File: config.mk
export PLATFORM = sky130hd
export DESIGN_NAME = raster_scan_ctrl_flat
export DESIGN_NICKNAME = d
export VERILOG_FILES = /design/src/rtl/segnet_pkg.sv /design/src/rtl/raster_scan_ctrl_if.sv /design/src/rtl/raster_scan_ctrl_scan_counter_2d.sv /design/src/rtl/raster_scan_ctrl.sv /design/src/flat_wrapper.sv
export SDC_FILE = /design/constraint.sdc
export NUM_CORES = 1
export LEC_CHECK = 0
export BUFFER_PORTS_ARGS = -buffer_cell sky130_fd_sc_hd__buf_4
export CAP_MARGIN = 15
export CELL_PAD_IN_SITES_DETAIL_PLACEMENT = 1
export CELL_PAD_IN_SITES_GLOBAL_PLACEMENT = 1
export CORE_MARGIN = 1.5
export CORE_UTILIZATION = 28
export DETAILED_ROUTE_END_ITERATION = 6
export PLACE_DENSITY = 0.68
export SYNTH_ARGS = -nofsm -noshare
export SYNTH_HDL_FRONTEND = slang
export SYNTH_SLANG_ARGS = --single-unit
File: constraint.sdc
create_clock -name clk -period 3 [get_ports clk]
set_clock_uncertainty 0.2 [all_clocks]
set_input_delay 0.15 -clock clk [delete_from_list [all_inputs] [get_ports clk]]
set_output_delay 0.15 -clock clk [all_outputs]
set_load 0.01 [all_outputs]
File: src/rtl/segnet_pkg.sv
// Shared definitions for the raster scan controller slice.
package segnet_pkg;

    localparam int unsigned AW_DEFAULT = 18;

    typedef enum logic [1:0] {
        IDLE = 2'd0,
        RUN  = 2'd1,
        DONE = 2'd2
    } state_t;

endpackage

File: src/rtl/raster_scan_ctrl_if.sv
// Address beat bus between the raster scan controller and a BRAM read port.
interface raster_scan_ctrl_if
    import segnet_pkg::*;
#(
    parameter int unsigned AW = AW_DEFAULT
) ();

    logic          addr_valid;
    logic [AW-1:0] addr;
    logic [AW-1:0] row_out;
    logic [AW-1:0] col_out;
    logic          last;
    logic          rd_ready;

    modport master (
        output addr_valid,
        output addr,
        output row_out,
        output col_out,
        output last,
        input  rd_ready
    );

    modport slave (
        input  addr_valid,
        input  addr,
        input  row_out,
        input  col_out,
        input  last,
        output rd_ready
    );

endinterface

File: src/rtl/raster_scan_ctrl_scan_counter_2d.sv
// Row/column walker with incremental (multiplier-free) address generation.
module scan_counter_2d
    import segnet_pkg::*;
#(
    parameter int unsigned AW = AW_DEFAULT
) (
    input  logic          clk,
    input  logic          reset,
    input  logic          load,
    input  logic          step,
    input  logic [AW-1:0] base,
    input  logic [AW-1:0] pitch,
    input  logic [AW-1:0] rows_m1,
    input  logic [AW-1:0] cols_m1,
    output logic [AW-1:0] row,
    output logic [AW-1:0] col,
    output logic [AW-1:0] addr,
    output logic          at_end
);

    localparam logic [AW-1:0] ONE = AW'(1);

    logic [AW-1:0] line_base;
    logic          at_col_end;

    assign at_col_end = (col == cols_m1);
    assign at_end     = at_col_end && (row == rows_m1);

    // Load the tile origin, then advance one element per accepted beat.
    always_ff @(posedge clk) begin
        if (reset) begin
            row       <= '0;
            col       <= '0;
            addr      <= '0;
            line_base <= '0;
        end else if (load) begin
            row       <= '0;
            col       <= '0;
            addr      <= base;
            line_base <= base;
        end else if (step) begin
            if (!at_col_end) begin
                col  <= col + ONE;
                addr <= addr + ONE;
            end else if (!at_end) begin
                col       <= '0;
                row       <= row + ONE;
                line_base <= line_base + pitch;
                addr      <= line_base + pitch;
            end
        end
    end

endmodule

File: src/rtl/raster_scan_ctrl.sv
// Raster sweep sequencer: start/abort/done control, config checking and latching.
module raster_scan_ctrl
    import segnet_pkg::*;
#(
    parameter int unsigned AW = AW_DEFAULT
) (
    input  logic                      clk,
    input  logic                      reset,
    input  logic                      start,
    input  logic                      abort,
    input  logic [AW-1:0]             cfg_rows,
    input  logic [AW-1:0]             cfg_cols,
    input  logic [AW-1:0]             cfg_pitch,
    input  logic [AW-1:0]             cfg_base,
    raster_scan_ctrl_if.master        rd_bus,
    output logic                      busy,
    output logic                      done,
    output logic                      err_cfg
);

    localparam logic [AW-1:0] ONE = AW'(1);

    state_t        state;
    logic          valid_q;
    logic [AW-1:0] rows_m1_q;
    logic [AW-1:0] cols_m1_q;
    logic [AW-1:0] pitch_q;
    logic          cfg_ok;
    logic          load;
    logic          step;
    logic          at_end;
    logic [AW-1:0] row;
    logic [AW-1:0] col;
    logic [AW-1:0] addr;

    assign cfg_ok = (cfg_rows != '0) && (cfg_cols != '0) && (cfg_pitch >= cfg_cols);
    assign load   = (state == IDLE) && start && cfg_ok;
    assign step   = (state == RUN) && valid_q && rd_bus.rd_ready;

    scan_counter_2d #(.AW(AW)) u_counter (
        .clk     (clk),
        .reset   (reset),
        .load    (load),
        .step    (step),
        .base    (cfg_base),
        .pitch   (pitch_q),
        .rows_m1 (rows_m1_q),
        .cols_m1 (cols_m1_q),
        .row     (row),
        .col     (col),
        .addr    (addr),
        .at_end  (at_end)
    );

    assign rd_bus.addr_valid = valid_q;
    assign rd_bus.addr       = addr;
    assign rd_bus.row_out    = row;
    assign rd_bus.col_out    = col;
    assign rd_bus.last       = valid_q && at_end;

    // Sweep FSM with registered control outputs; a final accept outranks abort.
    always_ff @(posedge clk) begin
        if (reset) begin
            state     <= IDLE;
            valid_q   <= 1'b0;
            busy      <= 1'b0;
            done      <= 1'b0;
            err_cfg   <= 1'b0;
            rows_m1_q <= '0;
            cols_m1_q <= '0;
            pitch_q   <= '0;
        end else begin
            done    <= 1'b0;
            err_cfg <= 1'b0;
            unique case (state)
                IDLE: begin
                    if (start) begin
                        if (cfg_ok) begin
                            rows_m1_q <= cfg_rows - ONE;
                            cols_m1_q <= cfg_cols - ONE;
                            pitch_q   <= cfg_pitch;
                            valid_q   <= 1'b1;
                            busy      <= 1'b1;
                            state     <= RUN;
                        end else begin
                            err_cfg <= 1'b1;
                        end
                    end
                end
                RUN: begin
                    if (step && at_end) begin
                        valid_q <= 1'b0;
                        done    <= 1'b1;
                        state   <= DONE;
                    end else if (abort && !step) begin
                        valid_q <= 1'b0;
                        busy    <= 1'b0;
                        state   <= IDLE;
                    end
                end
                DONE: begin
                    busy  <= 1'b0;
                    state <= IDLE;
                end
                default: begin
                    valid_q <= 1'b0;
                    busy    <= 1'b0;
                    state   <= IDLE;
                end
            endcase
        end
    end

endmodule
File: src/flat_wrapper.sv
// flat-port wrapper written by rule: the top's interface ports become plain ports
module raster_scan_ctrl_flat import segnet_pkg::*;
#(
    parameter int unsigned AW = AW_DEFAULT
)
  (clk, reset, start, abort, cfg_rows, cfg_cols, cfg_pitch, cfg_base, busy, done, err_cfg, rd_bus_addr_valid, rd_bus_addr, rd_bus_row_out, rd_bus_col_out, rd_bus_last, rd_bus_rd_ready);
  raster_scan_ctrl_if #(.AW(AW)) rd_bus_i ();
  input  logic clk;
  input  logic reset;
  input  logic start;
  input  logic abort;
  input  logic [AW-1:0] cfg_rows;
  input  logic [AW-1:0] cfg_cols;
  input  logic [AW-1:0] cfg_pitch;
  input  logic [AW-1:0] cfg_base;
  output logic busy;
  output logic done;
  output logic err_cfg;
  output wire logic [$bits(rd_bus_i.addr_valid)-1:0] rd_bus_addr_valid;
  output wire logic [$bits(rd_bus_i.addr)-1:0] rd_bus_addr;
  output wire logic [$bits(rd_bus_i.row_out)-1:0] rd_bus_row_out;
  output wire logic [$bits(rd_bus_i.col_out)-1:0] rd_bus_col_out;
  output wire logic [$bits(rd_bus_i.last)-1:0] rd_bus_last;
  input wire logic [$bits(rd_bus_i.rd_ready)-1:0] rd_bus_rd_ready;
  assign rd_bus_addr_valid = rd_bus_i.addr_valid;
  assign rd_bus_addr = rd_bus_i.addr;
  assign rd_bus_row_out = rd_bus_i.row_out;
  assign rd_bus_col_out = rd_bus_i.col_out;
  assign rd_bus_last = rd_bus_i.last;
  assign rd_bus_i.rd_ready = rd_bus_rd_ready;
  raster_scan_ctrl #(.AW(AW)) u_core (.clk(clk), .reset(reset), .start(start), .abort(abort), .cfg_rows(cfg_rows), .cfg_cols(cfg_cols), .cfg_pitch(cfg_pitch), .cfg_base(cfg_base), .rd_bus(rd_bus_i), .busy(busy), .done(done), .err_cfg(err_cfg));
endmodule
==> flow_metrics.env <==
export IMPL_grt_max_degree=61
export IMPL_synthFlopType="dfxtp_1"
export IMPL_cp_start_kind="primary input"
export IMPL_worstReg2RegEnd="u_core.u_counter.line_base[10]"
export IMPL_internal_power_uw=4150
export IMPL_antenna_cells=0
export IMPL_synth_seq_cells=132
export IMPL_syn_num_nets=1128
export IMPL_syn_inst=1010
export IMPL_drt_iter0_drc=363
export IMPL_r2r_start="u_core.u_counter.line_base[0]"
export IMPL_die_w_um=174
export IMPL_slowest_stage="or4_4"
export IMPL_syn_avg_cell_area_um2=8.06
export IMPL_drtAntennaViolNets=0
export IMPL_nNetsFinal=1380
export IMPL_place_inst=1542
export IMPL_power_leakage_uw=0.00475
export IMPL_viasPerCell=5.07
export IMPL_antenna_found_initial=0
export IMPL_ir_drop_mv=0.386
export IMPL_synthesis_area_um2=8140
export IMPL_ff2ff_path_depth=9
export IMPL_wl_per_cell_um=18.7
export IMPL_die_height_um=174
export IMPL_setup_tns_ns=0
export IMPL_max_stage_delay_ns=0.55
export IMPL_r2r_slack_ns=0.16
export IMPL_cts_tree="built"
export IMPL_p_per_area_nw_per_um2=492
export IMPL_clock_latency_ns=0.42
export IMPL_comb_power_share=0.204
export IMPL_status="finished clean"
export IMPL_instances_no_fill=1659
export IMPL_cts_buffer_depth=2
export IMPL_worst_slew_pin_slew_ns=0.732
export IMPL_fin_crit_ns=2.92
export IMPL_drive_gt1_frac=0.215
export IMPL_numCtsBuffers=17
export IMPL_path_cells="dlygate4sd3_1, buf_4, or4_4, nor4_2, buf_4, a221oi_1, o311ai_1, o21ba_4, or3_1, buf_4, nor2_1"
export IMPL_ys_warn_count=0
export IMPL_htreeDepth=4
export IMPL_wl_um=31100
export IMPL_switching_share=0.281
export IMPL_power_switching_uw=1620
export IMPL_cp_arrival_ns=3.08
export IMPL_grt_overflow=0
export IMPL_ys_seq_area_frac=0.325
export IMPL_hp_class="primary input to register"
export IMPL_hold_violations=0
export IMPL_finalSetupViolCount=0
export IMPL_critPathKind="primary input to register"
export IMPL_dr_pass1_iters=5
export IMPL_pwr_share_clk=0.456
export IMPL_regArea_um2=2640
export IMPL_fmax_mhz=342
export IMPL_cp_required_ns=3.16
export IMPL_grt_pass1_wl_um=49700
export IMPL_path_common_cell="buf_4"
export IMPL_num_vias=8418
export IMPL_hpwl_um=22800
export IMPL_rows=62
export IMPL_finalCritPeriodShare=0.974
export IMPL_synth_edff_count=0
export IMPL_hold_end="u_core.cols_m1_q[9]"
export IMPL_num_fill_cells=3391
export IMPL_grt_pass1_vias=9005
export IMPL_cts_sinks=132
export IMPL_slew_viol_final=0
export IMPL_power_share_sequential=0.340
export IMPL_postLayoutCellArea_um2=11700
export IMPL_die_area_um2=30100
export IMPL_place_area_um2=10000
export IMPL_start_util=0.284
export IMPL_holdPathStages=4
export IMPL_drv_cap=0
export IMPL_clk_pin_slew_worst_paths_ns=0.07
export IMPL_track_usage=0.210
export IMPL_core_um2=28600
export IMPL_async_reset_ff_frac=0
export IMPL_numPortBuffers=135
export IMPL_syn2layout_area_growth_pct=44.0
export IMPL_multiInputGateArea_um2=5230
export IMPL_critPathMaxFanout=16
export IMPL_hp_start="cfg_cols[9]"
export IMPL_gp_congestion=0.907
export IMPL_cp_end_kind="register"
export IMPL_p_total_uw=5770
export IMPL_clockRootBuffer="clkbuf_16"
export IMPL_drc=0
export IMPL_num_io_pins=136
export IMPL_slew_headroom=0.510
export IMPL_synth_cell_type_count=64
power by group through the flow:
stage	Clock (uW)	Sequential [uW]	Combinational, uW
floorplan	0	1980	601
global placement	0	1990	1030
detailed placement	0	2000	1050
CTS	2660	1960	1150
global route	2760	1970	1300
finish	2630	1960	1180
cell type report:
cell class / count / share of cell area
multi-input combinational: 783 / 0.446
sequential: 132 / 0.225
timing repair buffer: 293 / 0.214
tap: 384 / 0.0410
clock buffer: 17 / 0.0363
clock inverter: 15 / 0.0256
inverter: 35 / 0.0112
worst max-delay path by stage:
stage / start / slack, ns / cells after the start / to
after global routing: cfg_rows[6] / -0.03 / 11 / u_core.u_counter.col[3]
after floorplan: u_core.u_counter.line_base[0] / 0.04 / 9 / u_core.u_counter.line_base[16]
after global placement: u_core.u_counter.line_base[0] / -0.02 / 10 / u_core.u_counter.line_base[16]
after detailed placement: cfg_rows[0] / -0.08 / 12 / u_core.u_counter.col[6]
final: cfg_rows[8] / 0.08 / 11 / u_core.u_counter.col[3]
after CTS: u_core.u_counter.line_base[0] / 0.01 / 10 / u_core.u_counter.line_base[16]
flip-flops by register name, summed over array words and instances (netlist names):
name                        cells
u_core.err_cfg                  1
u_core.rows_m1_q               18
u_core.pitch_q                 18
u_core.done                     1
u_core.busy                     1
u_core.u_counter.addr          18
u_core.u_counter.line_base     18
u_core.u_counter.row           18
u_core.rd_bus.addr_valid        1
u_core.state                    2
u_core.cols_m1_q               18
u_core.u_counter.col           18
critical path: cells and delay by family:
kind	cells	cell delay, ns
AND/OR/NAND/NOR	4	1.33
buffers and inverters	4	1.07
AO/OA/AOI/OAI	3	0.52
cell usage in the layout, fill, tap and decap left out, types with 16 or more instances in the layout:
cell | synthesis | routed
a211oi_1 | 51 | 50
a21oi_1 | 57 | 56
and3_1 | 18 | 16
buf_4 | 0 | 200
clkbuf_16 | 0 | 17
dfxtp_1 | 132 | 132
dlygate4sd3_1 | 0 | 83
ha_1 | 40 | 39
inv_1 | 35 | 35
mux2i_1 | 20 | 20
nand2_1 | 86 | 86
nand3_1 | 36 | 36
nand4_1 | 23 | 23
nor2_1 | 121 | 121
nor3_1 | 32 | 32
o21ai_0 | 24 | 24
xnor2_1 | 70 | 70
xor2_1 | 47 | 47
Yosys cell counts (16+ instances only):
cell / count / area (um^2)
a211oi_1: 51 / 383
ha_1: 40 / 500
mux2i_1: 20 / 200
nor4_1: 16 / 100
o21ai_0: 24 / 120
clkbuf_1: 53 / 199
inv_1: 35 / 131
nor2_1: 121 / 454
xor2_1: 47 / 412
nand2_1: 86 / 323
nand4_1: 23 / 144
and3_1: 18 / 113
nor3_1: 32 / 160
dfxtp_1: 132 / 2640
a21oi_1: 57 / 285
xnor2_1: 70 / 613
nand3_1: 36 / 180
routing by layer:
| metal | vias to the layer above | track usage | part of all wire |
|---|---|---|---|
| met1 | 4096 | 0.268 | 0.46 |
| met5 | - | 0 | 0 |
| met3 | 45 | 0.0305 | 0.031 |
| met2 | 168 | 0.357 | 0.48 |
| li1 | 4109 | - | - |
| met4 | 0 | 0.0790 | 0.022 |
cells by family (layout without fill, tap and decap cells):
logic type,count (synthesis),count (layout),share of synthesized area
adder cells (fa/ha/maj),41,41,0.0639
AO/OA/AOI/OAI,206,206,0.170
buffers and inverters,95,360,0.0467
AND/OR/NAND/NOR,394,394,0.237
multiplexers,25,25,0.0315
flip-flops,132,132,0.325
XOR/XNOR,117,117,0.126
what timing repair did:
item / 4_1_cts / 5_1_grt
endpoints found under the setup margin: 2 / 118
resized for setup: 4 / 19
hold buffers: 83 / 0
buffers inserted: 0 / 2
endpoints found under the hold margin: 89 / 0
pin swaps: 1 / 9
per-stage QoR:
| step | util | hold slack [ns] | setup WS [ns] |
|---|---|---|---|
| detailed placement | 0.351 | 0.214 | -0.0775 |
| finish | 0.409 | 0.0109 | 0.0786 |
| floorplan | - | 0.0456 | 0.0353 |
| global placement | 0.350 | 0.205 | -0.0169 |
| CTS | 0.406 | 0.00158 | 0.0121 |
| global route | 0.409 | 0.0300 | -0.0275 |
Note: power is estimated with default switching activity, not from simulation.
